`config.mk`:
```
export PLATFORM = sky130hd
export DESIGN_NAME = ir_a2d_sequencer
export DESIGN_NICKNAME = d
export VERILOG_FILES = /design/src/rtl/ir_a2d_sequencer.sv
export SDC_FILE = /design/constraint.sdc
export NUM_CORES = 1
export LEC_CHECK = 0
export CAP_MARGIN = 20
export CORE_MARGIN = 1.5
export CORE_UTILIZATION = 49
export CTS_BUF_LIST = sky130_fd_sc_hd__clkbuf_4
export DETAILED_ROUTE_END_ITERATION = 6
export PLACE_DENSITY = 0.77
export SETUP_SLACK_MARGIN = 0.02
export SYNTH_ARGS = -nofsm -noshare
export SYNTH_HDL_FRONTEND = slang
export SYNTH_SLANG_ARGS = --single-unit
```
`constraint.sdc`:
```
create_clock -name clk -period 1.3 [get_ports clk]
set_input_delay 0.13 -clock clk [delete_from_list [all_inputs] [get_ports clk]]
set_output_delay 0.13 -clock clk [all_outputs]
set_load 0.05 [all_outputs]
```
`src/rtl/ir_a2d_sequencer.sv`:
```
// IR emitter / A2D sequencer: settles each emitter pair, converts its left then right
// channel, and publishes the pair's readings; sweeps inner, mid and outer pairs in turn.
module ir_a2d_sequencer #(
  parameter int unsigned SETTLE_CYC = 4095,
  parameter int unsigned CNV_TMO    = 1023
) (
  input  logic        clk,
  input  logic        rst_n,
  input  logic        go,
  output logic        strt_cnv,
  output logic [2:0]  chnnl,
  input  logic        cnv_cmplt,
  input  logic [11:0] res,
  output logic        IR_in_en,
  output logic        IR_mid_en,
  output logic        IR_out_en,
  output logic [11:0] lft_rd,
  output logic [11:0] rht_rd,
  output logic [1:0]  pair,
  output logic        rd_vld,
  output logic        sweep_done,
  output logic        tmo_err
);
  typedef enum logic [2:0] {IDLE, SETTLE, CNV_L, WAIT_L, CNV_R, WAIT_R, ADVANCE} state_t;

  localparam logic [11:0] SETTLE_LAST = 12'(SETTLE_CYC - 1);
  localparam logic [9:0]  TMO_LAST    = 10'(CNV_TMO - 1);

  state_t      state, nxt;
  logic [11:0] settle_cnt;
  logic [9:0]  tmo_cnt;
  logic [1:0]  idx;
  logic [11:0] lft_hold;
  logic        go_q;
  logic        waiting, tmo_hit, pair_done, emit;

  function automatic logic [2:0] chan_of(input logic [1:0] p, input logic right);
    case (p)
      2'd0:    chan_of = right ? 3'd0 : 3'd1;
      2'd1:    chan_of = right ? 3'd2 : 3'd4;
      default: chan_of = right ? 3'd7 : 3'd3;
    endcase
  endfunction

  always_comb begin
    nxt       = state;
    waiting   = (state == WAIT_L) || (state == WAIT_R);
    // tmo_cnt already counts the strt_cnv cycle, so this fires CNV_TMO cycles after it
    tmo_hit   = waiting && !cnv_cmplt && (tmo_cnt == TMO_LAST);
    pair_done = (state == WAIT_R) && cnv_cmplt;
    emit      = (state != IDLE) && (state != ADVANCE);
    strt_cnv  = (state == CNV_L) || (state == CNV_R);
    IR_in_en  = emit && (idx == 2'd0);
    IR_mid_en = emit && (idx == 2'd1);
    IR_out_en = emit && (idx == 2'd2);
    case (state)
      IDLE:    if (go) nxt = SETTLE;
      SETTLE: begin
        if (!go)                            nxt = IDLE;
        else if (settle_cnt == SETTLE_LAST) nxt = CNV_L;
      end
      CNV_L:   nxt = WAIT_L;
      WAIT_L: begin
        if (cnv_cmplt)    nxt = CNV_R;
        else if (tmo_hit) nxt = ADVANCE;
      end
      CNV_R:   nxt = WAIT_R;
      WAIT_R:  if (cnv_cmplt || tmo_hit) nxt = ADVANCE;
      ADVANCE: nxt = go ? SETTLE : IDLE;
      default: nxt = IDLE;
    endcase
  end

  always_ff @(posedge clk or negedge rst_n) begin
    if (!rst_n) begin
      state      <= IDLE;
      settle_cnt <= '0;
      tmo_cnt    <= '0;
      idx        <= '0;
      lft_hold   <= '0;
      go_q       <= 1'b0;
      chnnl      <= '0;
      lft_rd     <= '0;
      rht_rd     <= '0;
      pair       <= '0;
      rd_vld     <= 1'b0;
      sweep_done <= 1'b0;
      tmo_err    <= 1'b0;
    end else begin
      state      <= nxt;
      go_q       <= go;
      settle_cnt <= (state == SETTLE && nxt == SETTLE) ? settle_cnt + 12'd1 : '0;

      if (strt_cnv)     tmo_cnt <= 10'd1;
      else if (waiting) tmo_cnt <= tmo_cnt + 10'd1;
      else              tmo_cnt <= '0;

      if (nxt == CNV_L)      chnnl <= chan_of(idx, 1'b0);
      else if (nxt == CNV_R) chnnl <= chan_of(idx, 1'b1);

      if (state == IDLE)         idx <= '0;
      else if (state == ADVANCE) idx <= (idx == 2'd2) ? 2'd0 : idx + 2'd1;

      if (state == WAIT_L && cnv_cmplt) lft_hold <= res;

      rd_vld     <= pair_done;
      sweep_done <= pair_done && (idx == 2'd2);
      if (pair_done) begin
        lft_rd <= lft_hold;
        rht_rd <= res;
        pair   <= idx;
      end

      if (tmo_hit)                            tmo_err <= 1'b1;
      else if (state == IDLE && go && !go_q)  tmo_err <= 1'b0;
    end
  end
endmodule

```
==> run summary <==
Status: finished with violations
Failing checks: negative setup slack
Worst Setup SP: state[2]
Synth warn: 0
Largest area contributor in the netlist: dfrtp_1
Static Leakage: 2.49 nW
Clock skew: 0.0251 ns
Fmax: 564 MHz
Height of the die: 82.3 um
DIE AREA: 0.00678 sq mm
Most frequent cell after synthesis: dfrtp_1
Critical Path End Type: output port
Final core utilization: 0.875
Vias: 2606
CP max stage delay: 0.46 ns
Clk pin slew, worst setup/hold paths: 0.14 ns
Io pins: 52
RePlAce Congestion: 0.822
Buffer depth of the longest clock path: 2
Critical path class: reg -> out
CTS buffer count: 9
Critical Path Fanout Max: 4
# setup viols final: 74
CP Cell Sequence: buf_6, nand2b_4, nand2_4, nor2_4, nor2_4, buf_12
Initial antenna violation count: 0
Synth area leaders: dfrtp_1 58%, mux2_2 6.9%, nand2_1 5.8%
Asr flop ratio synth: 1.00
Vias in the first global route: 2610
Critical path startpoint category: register
RR Startpoint: state[1]
Max Slew Vio Count: 0
Layout cells sized above 1: 0.560
Clk root buf: clkbuf_4
Area Overhead vs Synth: 70.0%
Die width: 82.3 um
ANT cells: 0
WP data required: 1.17 ns
Arr. time, crit path: 1.64 ns
Final Critical Period: 1.77 ns
Largest net degree at the start of global routing: 73
Relative slew slack: 0.738
Post-synth top area share: 0.584
Ys flop type: dfrtp_1
Most used cell, CP: nor2_4
Clock sinks: 72
Overflow after GRT: 0
H-tree Lvls: 3
First-pass DRT Iterations: 4
Final Hold Viols: 0
Insertion delay to the later sink of the worst-skew pair: 0.44 ns
Unique masters post-synth: 36
Final Net Count: 415
Maximum vdd drop: 0.000830 V
Mapped Area: 0.00308 sq mm
Yosys reg bits: 72
Unrepaired setup endpoints after global routing: yes
Site row count: 28
Most instantiated cells after synthesis: 72 x dfrtp_1, 48 x nand2_1, 30 x nor2_1, 19 x mux2_2, 12 x xor2_1
# DRC: 0
Setup ws final: -0.473 ns
WL final: 9450 um
Final worst path period share: 1.36
Hold Path Class: in -> async
Critical path's slowest cell: dfrtp_1
First-pass GRT wire length: 12600 um
Post-synth EDFFs: 0
Filler cell count: 246
Core Area: 0.00599 sq mm
PD cells: 743 mW/mm^2
Placed wire-length estimate: 4570 um
Port bufs: 51
Routed len/inst: 19.9 um
Synth Area per Inst: 11.2 sq um
Initial Utilization: 0.515
CTS tree: done
Total GRT Usage: 0.256
Post-synthesis sequential area ratio: 0.584
TNS Setup: -22.40 ns
Slew at the pin closest to its max-slew limit: 0.393 ns
Via density: 5.49
Reg2Reg Depth: 7
Worst Setup EP: IR_out_en
DRT antenna net count: 0
DR iter-0 viols: 134
R2r setup slk: -0.47 ns
RR Endpoint: chnnl[0]
Max-cap viol count: 0
Syn nets: 296
Gate Count Post-Synth: 276
==> final cells by class <==
type	instances	area, sq um	share of cell area
timing repair buffer	117	1530	0.293
sequential	72	1810	0.344
inverter	8	37.5	0.00716
multi-input combinational	187	1660	0.316
tap	75	93.8	0.0179
clock buffer	9	67.6	0.0129
clock inverter	7	48.8	0.00931
==> logic make-up (layout without fill, tap and decap cells) <==
kind of cell,count (synthesis),count (layout),synth area share
AND/OR/NAND/NOR,120,120,0.181
flip-flops,72,72,0.584
multiplexers,27,27,0.105
AO/OA/AOI/OAI,18,18,0.0333
XOR/XNOR,18,18,0.0511
buffers and inverters,17,141,0.0288
adder cells (fa/ha/maj),4,4,0.0162
==> placed cells by master (no fill, tap or decap), drive strengths merged, types with 2 or more instances in the layout <==
master | netlist | routed
o21ai | 8 | 8
nand3 | 8 | 8
xor2 | 12 | 12
ha | 4 | 4
and4 | 2 | 2
nor2 | 30 | 30
buf | 6 | 101
and2b | 2 | 2
clkinv | 0 | 4
clkbuf | 3 | 9
nand2 | 48 | 48
nand2b | 6 | 6
xnor2 | 6 | 6
and3 | 2 | 2
nor3 | 5 | 5
clkdlybuf4s50 | 0 | 14
mux2 | 25 | 25
or3 | 2 | 2
mux2i | 2 | 2
a21oi | 5 | 5
clkinvlp | 0 | 3
inv | 8 | 8
nand4 | 7 | 7
dfrtp | 72 | 72
and2 | 3 | 3
==> worst max-delay path: cells and delay by family (launching register included) <==
| kind | cells | cell delay [ns] |
|---|---|---|
| buffers and inverters | 2 | 0.30 |
| AND/OR/NAND/NOR | 4 | 0.45 |
| flip-flops | 1 | 0.46 |
==> timing repair <==
action                                 4_1_cts  5_1_grt
pin swaps                                   37       21
gates resized for setup                     69       81
hold buffers                                 1        0
setup endpoints to repair                   70       75
gates cloned                                 2        0
buffers inserted                            16        7
endpoints found under the hold margin       72        0
==> flip-flops by register name, indices dropped and copies added (netlist names) <==
name        flops
lft_rd         12
go_q            1
settle_cnt     12
sweep_done      1
rht_rd         12
tmo_err         1
lft_hold       12
idx             2
pair            2
rd_vld          1
state           3
chnnl           3
tmo_cnt        10
==> how the worst min path moves through the flow <==
stage | from | to | slack, ns
after floorplan | rst_n | chnnl[0] | -0.17
after global placement | rst_n | lft_rd[7] | 0.18
after detailed placement | rst_n | rht_rd[7] | 0.19
after CTS | go | go_q | 0.22
after global routing | go | go_q | 0.21
final | rst_n | lft_rd[7] | 0.22
==> metrics by stage <==
stage | hold WS, ns | instance area (sq um) | cells | power, mW | worst slack (ns)
after floorplan | -0.166 | 3120 | 276 | 2.38 | -0.105
after global placement | 0.183 | 4380 | 437 | 2.54 | -0.299
after detailed placement | 0.186 | 4380 | 437 | 2.54 | -0.322
after CTS | 0.223 | 4870 | 470 | 3.77 | -0.351
after global routing | 0.212 | 5240 | 475 | 4.02 | -0.530
final | 0.218 | 5240 | 475 | 3.90 | -0.473
==> report_power, final <==
group          internal, mW  switching [mW]
sequential             2.25         0.00587
clock                 0.388           0.891
combinational         0.152           0.208
==> per-layer routing <==
metal / wire length, um / track usage / part of all wire / vias up
met5: 0 / 0 / 0 / -
met4: 397 / 0.117 / 0.042 / 0
met3: 446 / 0.0418 / 0.047 / 33
met2: 4880 / 0.447 / 0.52 / 91
met1: 3730 / 0.308 / 0.39 / 1320
li1: - / - / - / 1162
No activity file was read; power rests on OpenSTA's default activity.
